## src/rtl/inv_sbox_layer.sv

```systemverilog
// ============================================================================
// Module: inv_sbox_layer
//
// Iterative inverse S-box layer for the decryption datapath of a 4-bit
// S-box cipher. It sits between the inverse permutation layer and round-key
// addition. A state word of NIBBLES nibbles is accepted and every nibble v is
// replaced with Sinv(v), LANES nibbles per clock. The result is handed on
// through a valid/ready handshake.
//
//   Sinv[0..F] = 5 E F 8 C 1 2 D B 4 6 3 0 7 9 A
//
// Parameters
//   NIBBLES  number of 4-bit nibbles in the state word (W = 4*NIBBLES)
//   LANES    Sinv instances applied per cycle; must divide NIBBLES
//
// Ports
//   clk        in   1  single clock, rising edge
//   rst        in   1  asynchronous, active-low reset
//   in_valid   in   1  in_data holds a valid state word
//   in_ready   out  1  block can accept a word this cycle
//   in_data    in   W  state word, nibble i = in_data[4i+3:4i]
//   out_valid  out  1  out_data holds a completed result
//   out_ready  in   1  consumer accepts out_data this cycle
//   out_data   out  W  transformed state word
// ============================================================================
module inv_sbox_layer #(
   parameter int NIBBLES = 16,
   parameter int LANES   = 1
) (
   input  logic                 clk,
   input  logic                 rst,
   input  logic                 in_valid,
   output logic                 in_ready,
   input  logic [4*NIBBLES-1:0] in_data,
   output logic                 out_valid,
   input  logic                 out_ready,
   output logic [4*NIBBLES-1:0] out_data
);

   localparam int W      = 4 * NIBBLES;
   localparam int GROUPS = NIBBLES / LANES;
   localparam int CNT_W  = (GROUPS > 1) ? $clog2(GROUPS) : 1;

   localparam logic [CNT_W-1:0] LAST_GROUP = CNT_W'(GROUPS - 1);

   typedef enum logic [1:0] {
      IDLE = 2'd0,
      BUSY = 2'd1,
      DONE = 2'd2
   } state_t;

   state_t           state;
   logic [CNT_W-1:0] cnt;
   logic [W-1:0]     work;
   logic [W-1:0]     work_next;
   logic             armed;

   // Inverse S-box lookup for a single nibble.
   function automatic logic [3:0] sinv(input logic [3:0] v);
      logic [3:0] r;
      case (v)
         4'h0: r = 4'h5;
         4'h1: r = 4'hE;
         4'h2: r = 4'hF;
         4'h3: r = 4'h8;
         4'h4: r = 4'hC;
         4'h5: r = 4'h1;
         4'h6: r = 4'h2;
         4'h7: r = 4'hD;
         4'h8: r = 4'hB;
         4'h9: r = 4'h4;
         4'hA: r = 4'h6;
         4'hB: r = 4'h3;
         4'hC: r = 4'h0;
         4'hD: r = 4'h7;
         4'hE: r = 4'h9;
         default: r = 4'hA;
      endcase
      return r;
   endfunction

   // Next value of the working register while BUSY: only the group selected
   // by cnt is substituted, every other nibble is carried through unchanged.
   always_comb begin
      work_next = work;
      for (int l = 0; l < LANES; l++) begin
         work_next[(int'(cnt) * LANES + l) * 4 +: 4] =
            sinv(work[(int'(cnt) * LANES + l) * 4 +: 4]);
      end
   end

   // Control FSM and datapath. The working register doubles as the output
   // register, so out_data only moves on an accept edge or a BUSY edge and is
   // held in DONE while the consumer stalls. armed keeps in_ready low while
   // reset is applied and until the first edge after its release.
   always_ff @(posedge clk or negedge rst) begin
      if (!rst) begin
         state     <= IDLE;
         cnt       <= '0;
         work      <= '0;
         out_valid <= 1'b0;
         armed     <= 1'b0;
      end else begin
         armed <= 1'b1;
         case (state)
            IDLE: begin
               out_valid <= 1'b0;
               if (in_valid && in_ready) begin
                  work  <= in_data;
                  cnt   <= '0;
                  state <= BUSY;
               end
            end

            BUSY: begin
               work <= work_next;
               if (cnt == LAST_GROUP) begin
                  state     <= DONE;
                  out_valid <= 1'b1;
               end else begin
                  cnt <= cnt + CNT_W'(1);
               end
            end

            DONE: begin
               if (out_ready) begin
                  out_valid <= 1'b0;
                  if (in_valid) begin
                     work  <= in_data;
                     cnt   <= '0;
                     state <= BUSY;
                  end else begin
                     state <= IDLE;
                  end
               end
            end

            default: begin
               state     <= IDLE;
               out_valid <= 1'b0;
            end
         endcase
      end
   end

   // The only combinational path from an input to an output: a finished
   // result being drained frees the block to take the next word on the same
   // edge.
   assign in_ready = armed & ((state == IDLE) | ((state == DONE) & out_ready));
   assign out_data = work;

endmodule

```

## config.mk

```make
export PLATFORM = sky130hd
export DESIGN_NAME = inv_sbox_layer
export DESIGN_NICKNAME = d
export VERILOG_FILES = /design/src/rtl/inv_sbox_layer.sv
export SDC_FILE = /design/constraint.sdc
export NUM_CORES = 1
export LEC_CHECK = 0
export ABC_AREA = 0
export BUFFER_PORTS_ARGS = -buffer_cell sky130_fd_sc_hd__clkbuf_2
export CAP_MARGIN = 0
export CORE_MARGIN = 4
export CORE_UTILIZATION = 59
export CTS_CLUSTER_DIAMETER = 120
export DETAILED_ROUTE_END_ITERATION = 7
export PLACE_DENSITY = 0.87
export SETUP_SLACK_MARGIN = 0.1
export SLEW_MARGIN = 15
export SYNTH_ARGS = -nofsm -noshare
export SYNTH_HDL_FRONTEND = slang
export SYNTH_SLANG_ARGS = --single-unit
```

## constraint.sdc

```tcl
create_clock -name clk -period 7.15 [get_ports clk]
set_clock_uncertainty 0.2 [all_clocks]
set_input_delay 0 -clock clk [delete_from_list [all_inputs] [get_ports clk]]
set_output_delay 0 -clock clk [all_outputs]
set_load 0.01 [all_outputs]
```

==> metrics, run 1 <==
drt pass-1 iters=6; #FFs+latches synth=72; Worst R2R Path Depth=9; max_slew headroom=13.8%; EDFF count, synth=0; FF-to-FF End=out_data[37]$_DFFE_PN0P_; routability congestion estimate=1.00; worst min path class=input pin to async pin; total wire length=22300 um; Max FO, Critical Path=28; CP Capture Point=out_data[37]$_DFFE_PN0P_; gr ovfl total=0; total CTS buffers=9; vias=6540; setup TNS=0 ns; CTS max path bufs=2; row count=35; Die Wd=105 um; post-CTS setup buffer count=0; detailed-route wire length per cell=24.0 um; full die area=11000 um^2; Die Ht=105 um; Peak VDD IR=545 uV; WP depth=9; Starting Density=60.1%; RSZ-0062 raised after global routing=false; critical path class=flip-flop to flip-flop; pins over their slew limit=0; ANT cells=0; syn nets=729; Worst Setup Start Kind=flip-flop; clock sinks=72; Tightest Pin Transition=1.29 ns; CP dominant cell by count=inv_1; share of layout cells above drive strength 1=25.3%; Max Cap Violations=0; drt drc=0; crit-path max cell delay=0.62 ns; drt initial violations=991; htree depth=3; CTS tree=yes; Worst-path clk slew=0.09 ns; Fill cells=675; vias per cell=7.03; input/output buffers=133; vias in the first global route=6258; all-layer global routing usage=40.3%; synth warn=0; CP Capture Type=flip-flop; initial antenna violation count=0; Final Setup Violations=0; Antenna Nets Post-Route=0; sequential standard cell area=1800 um^2; critical path's top delay family=simple AND/OR/NAND/NOR gates; Placement Setup Slack=3.28 ns; r2r startpoint=cnt[0]$_DFFE_PN0P_; CP Cell Sequence=buf_4, inv_1, ha_1, inv_1, nor4_1, nand2_1, nor3_1, o21ai_0, nand3_1; clock period minus worst slack=4.01 ns; Nets=896; critical path data required time=7.25 ns; Cell variety after synth=68; run status=completed; hpwl dp=14900 um; area occupied by multi-input gates=3460 um^2; Post-synth top flop=dfrtp_1; Syn Inst Count=650; Clk Latency, worst-skew pair=0.37 ns; f_max=0.249 GHz; crit path from=cnt[0]$_DFFE_PN0P_; Mapped Area=5530 um^2; largest net degree at the start of global routing=78; critical path arrival=4.11 ns; syn_area_per_cell=8.51 um^2; register area share after synthesis=32.6%; Root Driver=clkbuf_8; Final WS setup=3.14 ns; CORE AREA=9200 um^2; # IOs=134; asr flop ratio synth=100%; wire length of the first global-routing pass=34800 um; fin crit share=56.1%; Critical Path Slowest Stage Cell=ha_1; area delta synth->final=26.7%; Hold Violations, Final=0; WP buf/inv=3; pwr dens=584 nW/um^2; r2r setup slk=3.14 ns; Pleak=3.35 nW
[registers in the layout, summed over array words and instances, names as in the netlist]
| signal | flops |
|---|---|
| armed | 1 |
| cnt | 4 |
| out_data | 64 |
| out_valid | 1 |
| state | 2 |
[kinds of logic (layout without fill, tap and decap cells)]
| group | after synthesis | count (layout) | share of synthesized area [%] |
|---|---|---|---|
| AND/OR/NAND/NOR | 257 | 257 | 25.4 |
| AO/OA/AOI/OAI | 218 | 218 | 26.0 |
| flip-flops | 72 | 72 | 32.6 |
| buffers and inverters | 62 | 231 | 5.52 |
| multiplexers | 27 | 27 | 7.65 |
| adder cells (fa/ha/maj) | 11 | 11 | 2.49 |
| XOR/XNOR | 2 | 2 | 0.317 |
| other | 1 | 1 | 0.0678 |
[area by class of cell]
class	count	area share, %
well taps	111	1.98
flip-flops and latches	72	25.7
inverters	10	0.536
multi-input cells	516	49.3
clock buffers	13	2.55
repair buffers	208	19.9
[worst reg2reg max path: cells and delay by family, from the launching register on]
kind | cells | cell delay, ns
flops | 1 | 0.52
compound gates | 1 | 0.17
simple gates | 4 | 1.54
buf+inv | 3 | 0.89
fa+ha+maj | 1 | 0.62
[cell usage in the layout (no fill, tap or decap), drive strengths merged, types with 7 or more instances in the layout]
| cell | instances |
|---|---|
| a21boi | 9 |
| a21o | 8 |
| a21oi | 78 |
| a22oi | 8 |
| and3 | 55 |
| buf | 9 |
| clkbuf | 145 |
| dfrtp | 72 |
| dlygate4sd3 | 67 |
| ha | 11 |
| inv | 10 |
| mux2i | 13 |
| mux4 | 12 |
| nand2 | 30 |
| nand2b | 9 |
| nand3 | 68 |
| nand4 | 14 |
| nor2 | 17 |
| nor2b | 11 |
| nor3 | 29 |
| nor4 | 7 |
| o211ai | 11 |
| o21ai | 72 |
[worst min path at each step]
| stage | endpoint | cells past startpoint | from |
|---|---|---|---|
| floorplan | armed$_DFF_PN0_ | 0 | rst |
| global placement | state[1]$_DFFE_PN0P_ | 2 | out_ready |
| detailed placement | state[1]$_DFFE_PN0P_ | 2 | out_ready |
| CTS | state[1]$_DFFE_PN0P_ | 3 | out_ready |
| global route | state[1]$_DFFE_PN0P_ | 3 | out_ready |
| finish | cnt[2]$_DFFE_PN0P_ | 3 | rst |
[cells in the mapped netlist, types with 2 or more instances]
cell type,n,share of area [%]
dfrtp_1,72,33
nand3_1,68,6.2
a21oi_1,66,6.0
o21ai_0,63,5.7
and3_1,55,6.2
clkbuf_1,33,2.2
nand2_1,29,2.0
nor3_1,29,2.6
nor2_1,16,1.1
nand4_1,14,1.6
mux2i_1,13,2.4
mux4_2,12,4.9
a21oi_2,11,1.7
ha_1,11,2.5
nor2b_1,11,1.2
o211ai_1,11,1.5
inv_1,9,0.61
nand2b_1,9,1.0
a21o_1,8,1.1
o21ai_1,8,0.72
a21boi_0,7,0.95
a22oi_1,7,0.95
buf_2,7,0.63
nor4_1,7,0.79
a22o_1,5,0.79
buf_6,5,1.0
and2_1,4,0.45
buf_4,3,0.41
clkbuf_2,3,0.27
o221ai_1,3,0.48
or3_1,3,0.34
a21boi_1,2,0.27
a221oi_2,2,0.54
a31o_2,2,0.32
a41o_1,2,0.36
a41oi_1,2,0.32
mux2_2,2,0.41
nand4b_1,2,0.32
o2111a_1,2,0.41
o221ai_2,2,0.54
o22ai_1,2,0.23
or2_2,2,0.23
[per-stage QoR]
step                      util (%)  instance area, um^2  std cells  hold slack (ns)  total power, mW
after floorplan                  -                 5530        650           -0.496             2.83
after global placement        66.9                 6160        850           0.0241             3.54
after detailed placement      66.9                 6160        850           0.0415             3.60
after CTS                     76.2                 7010        930            0.197             3.95
after global routing          76.2                 7010        930            0.264             4.26
final                         76.2                 7010        930            0.204             4.09
[routing by layer]
| metal | GRT usage, % | routed length [um] |
|---|---|---|
| met1 | 53.2 | 8270 |
| met2 | 64.4 | 10300 |
| met3 | 8.59 | 2750 |
| met4 | 16.3 | 951 |
| met5 | 0 | 0 |
[power breakdown]
part           switching [mW]  total [mW]  internal [mW]
clock                   0.166       0.325          0.159
sequential              0.203       0.780          0.576
combinational            2.04        2.99          0.950
total                    2.41        4.09           1.68
[what timing repair did]
item	4_1_cts	5_1_grt
hold endpoints to repair	139	0
hold buffers	67	0
setup endpoints to repair	0	0
gates resized for setup	0	0
Note: power is estimated with default switching activity, not from simulation.
==> run 2, diff against run 1 <==
--- a/config.mk
+++ b/config.mk
@@ -5,14 +5,14 @@
 export SDC_FILE = /design/constraint.sdc
 export NUM_CORES = 1
 export LEC_CHECK = 0
-export ABC_AREA = 0
+export ABC_AREA = 1
 export BUFFER_PORTS_ARGS = -buffer_cell sky130_fd_sc_hd__clkbuf_2
 export CAP_MARGIN = 0
 export CORE_MARGIN = 4
-export CORE_UTILIZATION = 59
+export CORE_UTILIZATION = 54
 export CTS_CLUSTER_DIAMETER = 120
 export DETAILED_ROUTE_END_ITERATION = 7
-export PLACE_DENSITY = 0.87
+export PLACE_DENSITY = 0.82
 export SETUP_SLACK_MARGIN = 0.1
 export SLEW_MARGIN = 15
 export SYNTH_ARGS = -nofsm -noshare
==> constraint.sdc (replaced) <==
create_clock -name clk -period 3.85 [get_ports clk]
set_clock_uncertainty 0.2 [all_clocks]
set_input_delay 0 -clock clk [delete_from_list [all_inputs] [get_ports clk]]
set_output_delay 0 -clock clk [all_outputs]
set_load 0.01 [all_outputs]
==> run 2 against run 1 <==
Die area shrank 0.58%. Global-route usage shrank 5.4 points. Critical path depth grew 7. Area after synthesis shrank 9.0%. Worst setup slack lost 2.8 ns. Final cell count grew 13%. Register-to-register slack lost 2.8 ns. Sequential share of layout area grew 1.3 points. Critical endpoint is now out_data[49]$_DFFE_PN0P_.
==> metrics, run 2 <==
post-CTS setup buffer count=0; fin crit share=90.8%; placed cells=972; CTS max path bufs=2; largest net degree at the start of global routing=64; f_max=0.286 GHz; Final Non-Filler Cells=1055; full die area=10900 um^2; Root Driver=clkbuf_8; most common cell in the netlist=nand2_1; Worst-path clk slew=0.09 ns; Nets=1021; synth warn=0; input/output buffers=133; Worst Setup Start Kind=flip-flop; Syn Inst Count=752; initial antenna violation count=0; CORE AREA=8890 um^2; most frequent cells in the layout=nand2_1, nor2_1, clkbuf_2; critical path arrival=3.57 ns; vias=6187; register area share after synthesis=35.8%; setup TNS=0 ns; drt drc=0; worst min path class=input pin to async pin; total wire length=19100 um; ANT cells=0; syn_area_per_cell=6.69 um^2; drt initial violations=657; r2r setup slk=0.35 ns; Final Setup Violations=0; area delta synth->final=32.4%; critical path data required time=3.92 ns; total CTS buffers=9; htree depth=3; Mapped Area=5030 um^2; gr ovfl total=0; crit path from=cnt[0]$_DFFE_PN0P_; Cell variety after synth=33; Die Wd=105 um; asr flop ratio synth=100%; Tightest Pin Transition=0.935 ns; routability congestion estimate=0.964; Area contributors post-synth=dfrtp_1, a21oi_1, nand2_1; area share of the largest cell type after synthesis=35.8%; CP Capture Type=flip-flop; Worst R2R Path Depth=16; CTS tree=yes; Max FO, Critical Path=30; FF-to-FF End=out_data[49]$_DFFE_PN0P_; # IOs=134; Starting Density=56.6%; area leader, netlist=dfrtp_1; EDFF count, synth=0; pins over their slew limit=0; clock sinks=72; vias in the first global route=6093; syn nets=831; detailed-route wire length per cell=18.1 um; Clk Latency, worst-skew pair=0.35 ns; row count=34; vias per cell=5.86; Hold Violations, Final=0; wire length of the first global-routing pass=30500 um; leading cell type in the layout, fill and taps excluded=nand2_1; hpwl dp=13000 um; #FFs+latches synth=72; run status=completed; top cells by count, synth=nand2_1, nor2_1, a21oi_1; clock period minus worst slack=3.50 ns; drt pass-1 iters=5; RSZ-0062 raised after global routing=false; Max Cap Violations=0; Post-synth top flop=dfrtp_1; max_slew headroom=37.5%; Antenna Nets Post-Route=0; critical path class=flip-flop to flip-flop; share of layout cells above drive strength 1=20.4%; all-layer global routing usage=34.8%; r2r startpoint=cnt[0]$_DFFE_PN0P_; Die Ht=105 um; Largest register FFs=64
## run 2: cell types whose count changed after synthesis, moves of 13 or more
cell / delta
mux2i_1: -13
nor3_1: -23
inv_1: +68
clkbuf_1: -21
a21oi_1: +49
nor2_1: +117
nand4_1: +15
nand2_1: +120
and3_1: -55
o21ai_0: -57
## run 2: stage by stage
step / cell area [um^2] / setup WS [ns] / util [%] / hold WS (ns)
after floorplan: 5030 / 1.05 / - / -0.496
after global placement: 5750 / 0.544 / 64.6 / -0.118
after detailed placement: 5750 / 0.520 / 64.6 / -0.109
after CTS: 6660 / 0.479 / 74.9 / 0.0480
after global routing: 6660 / 0.155 / 74.9 / 0.102
final: 6660 / 0.353 / 74.9 / 0.0456
## run 2: repair_timing
action                     CTS  global route
resized for setup            0             0
hold buffers                67             0
hold endpoints to repair    97             0
setup endpoints to repair    0             0
## run 2: worst max path at each step
stage,to,slack (ns),depth (start not counted)
global placement,out_data[29]$_DFFE_PN0P_,0.54,16
floorplan,out_data[20]$_DFFE_PN0P_,1.05,16
global route,out_data[45]$_DFFE_PN0P_,0.15,16
CTS,out_data[29]$_DFFE_PN0P_,0.48,16
detailed placement,out_data[17]$_DFFE_PN0P_,0.52,16
finish,out_data[49]$_DFFE_PN0P_,0.35,16
## run 2: area by class of cell
type | instances | area (um^2)
Inverter | 81 | 309
Clock inverter | 5 | 104
Multi-Input combinational cell | 566 | 2740
Fill cell | 695 | 2230
Sequential cell | 72 | 1800
Clock buffer | 11 | 141
Timing Repair Buffer | 212 | 1430
Tap cell | 108 | 135
## run 2: logic make-up after synthesis
family | Yosys count | synth area share (%)
buffers and inverters | 114 | 9.63
xor gates and xnor gates | 1 | 0.547
other | 1 | 0.0746
DFF | 72 | 35.8
adders and majority gates | 11 | 2.74
and+or+nand+nor | 420 | 37.3
AOI/OAI and AO/OA | 133 | 13.9
## run 2: routing by layer
metal	vias to the layer above	GRT usage, %	wire length (um)	share of wire [%]
met4	0	16.4	769	4.0
li1	2839	-	-	-
met5	-	0	0	0
met1	2842	43.9	7210	38
met3	71	7.14	2040	11
met2	435	57.3	9130	48
## run 2: worst max-delay path, cell delays in order, from the launching register on
cell	delay, ns
dfrtp_1	0.42
buf_4	0.34
nand2_1	0.13
nand3_1	0.11
nand2_1	0.11
nor2_1	0.17
nand2_1	0.07
nand2_1	0.14
inv_1	0.13
ha_1	0.35
inv_1	0.07
nand3_1	0.10
nand2_1	0.07
nand2_1	0.10
and2_1	0.53
nand4_1	0.20
a21oi_1	0.19
Power of run 2 is left out: the tool's default activity adds up to more than one toggle a clock period on the data nets, which glitch-free logic cannot reach.
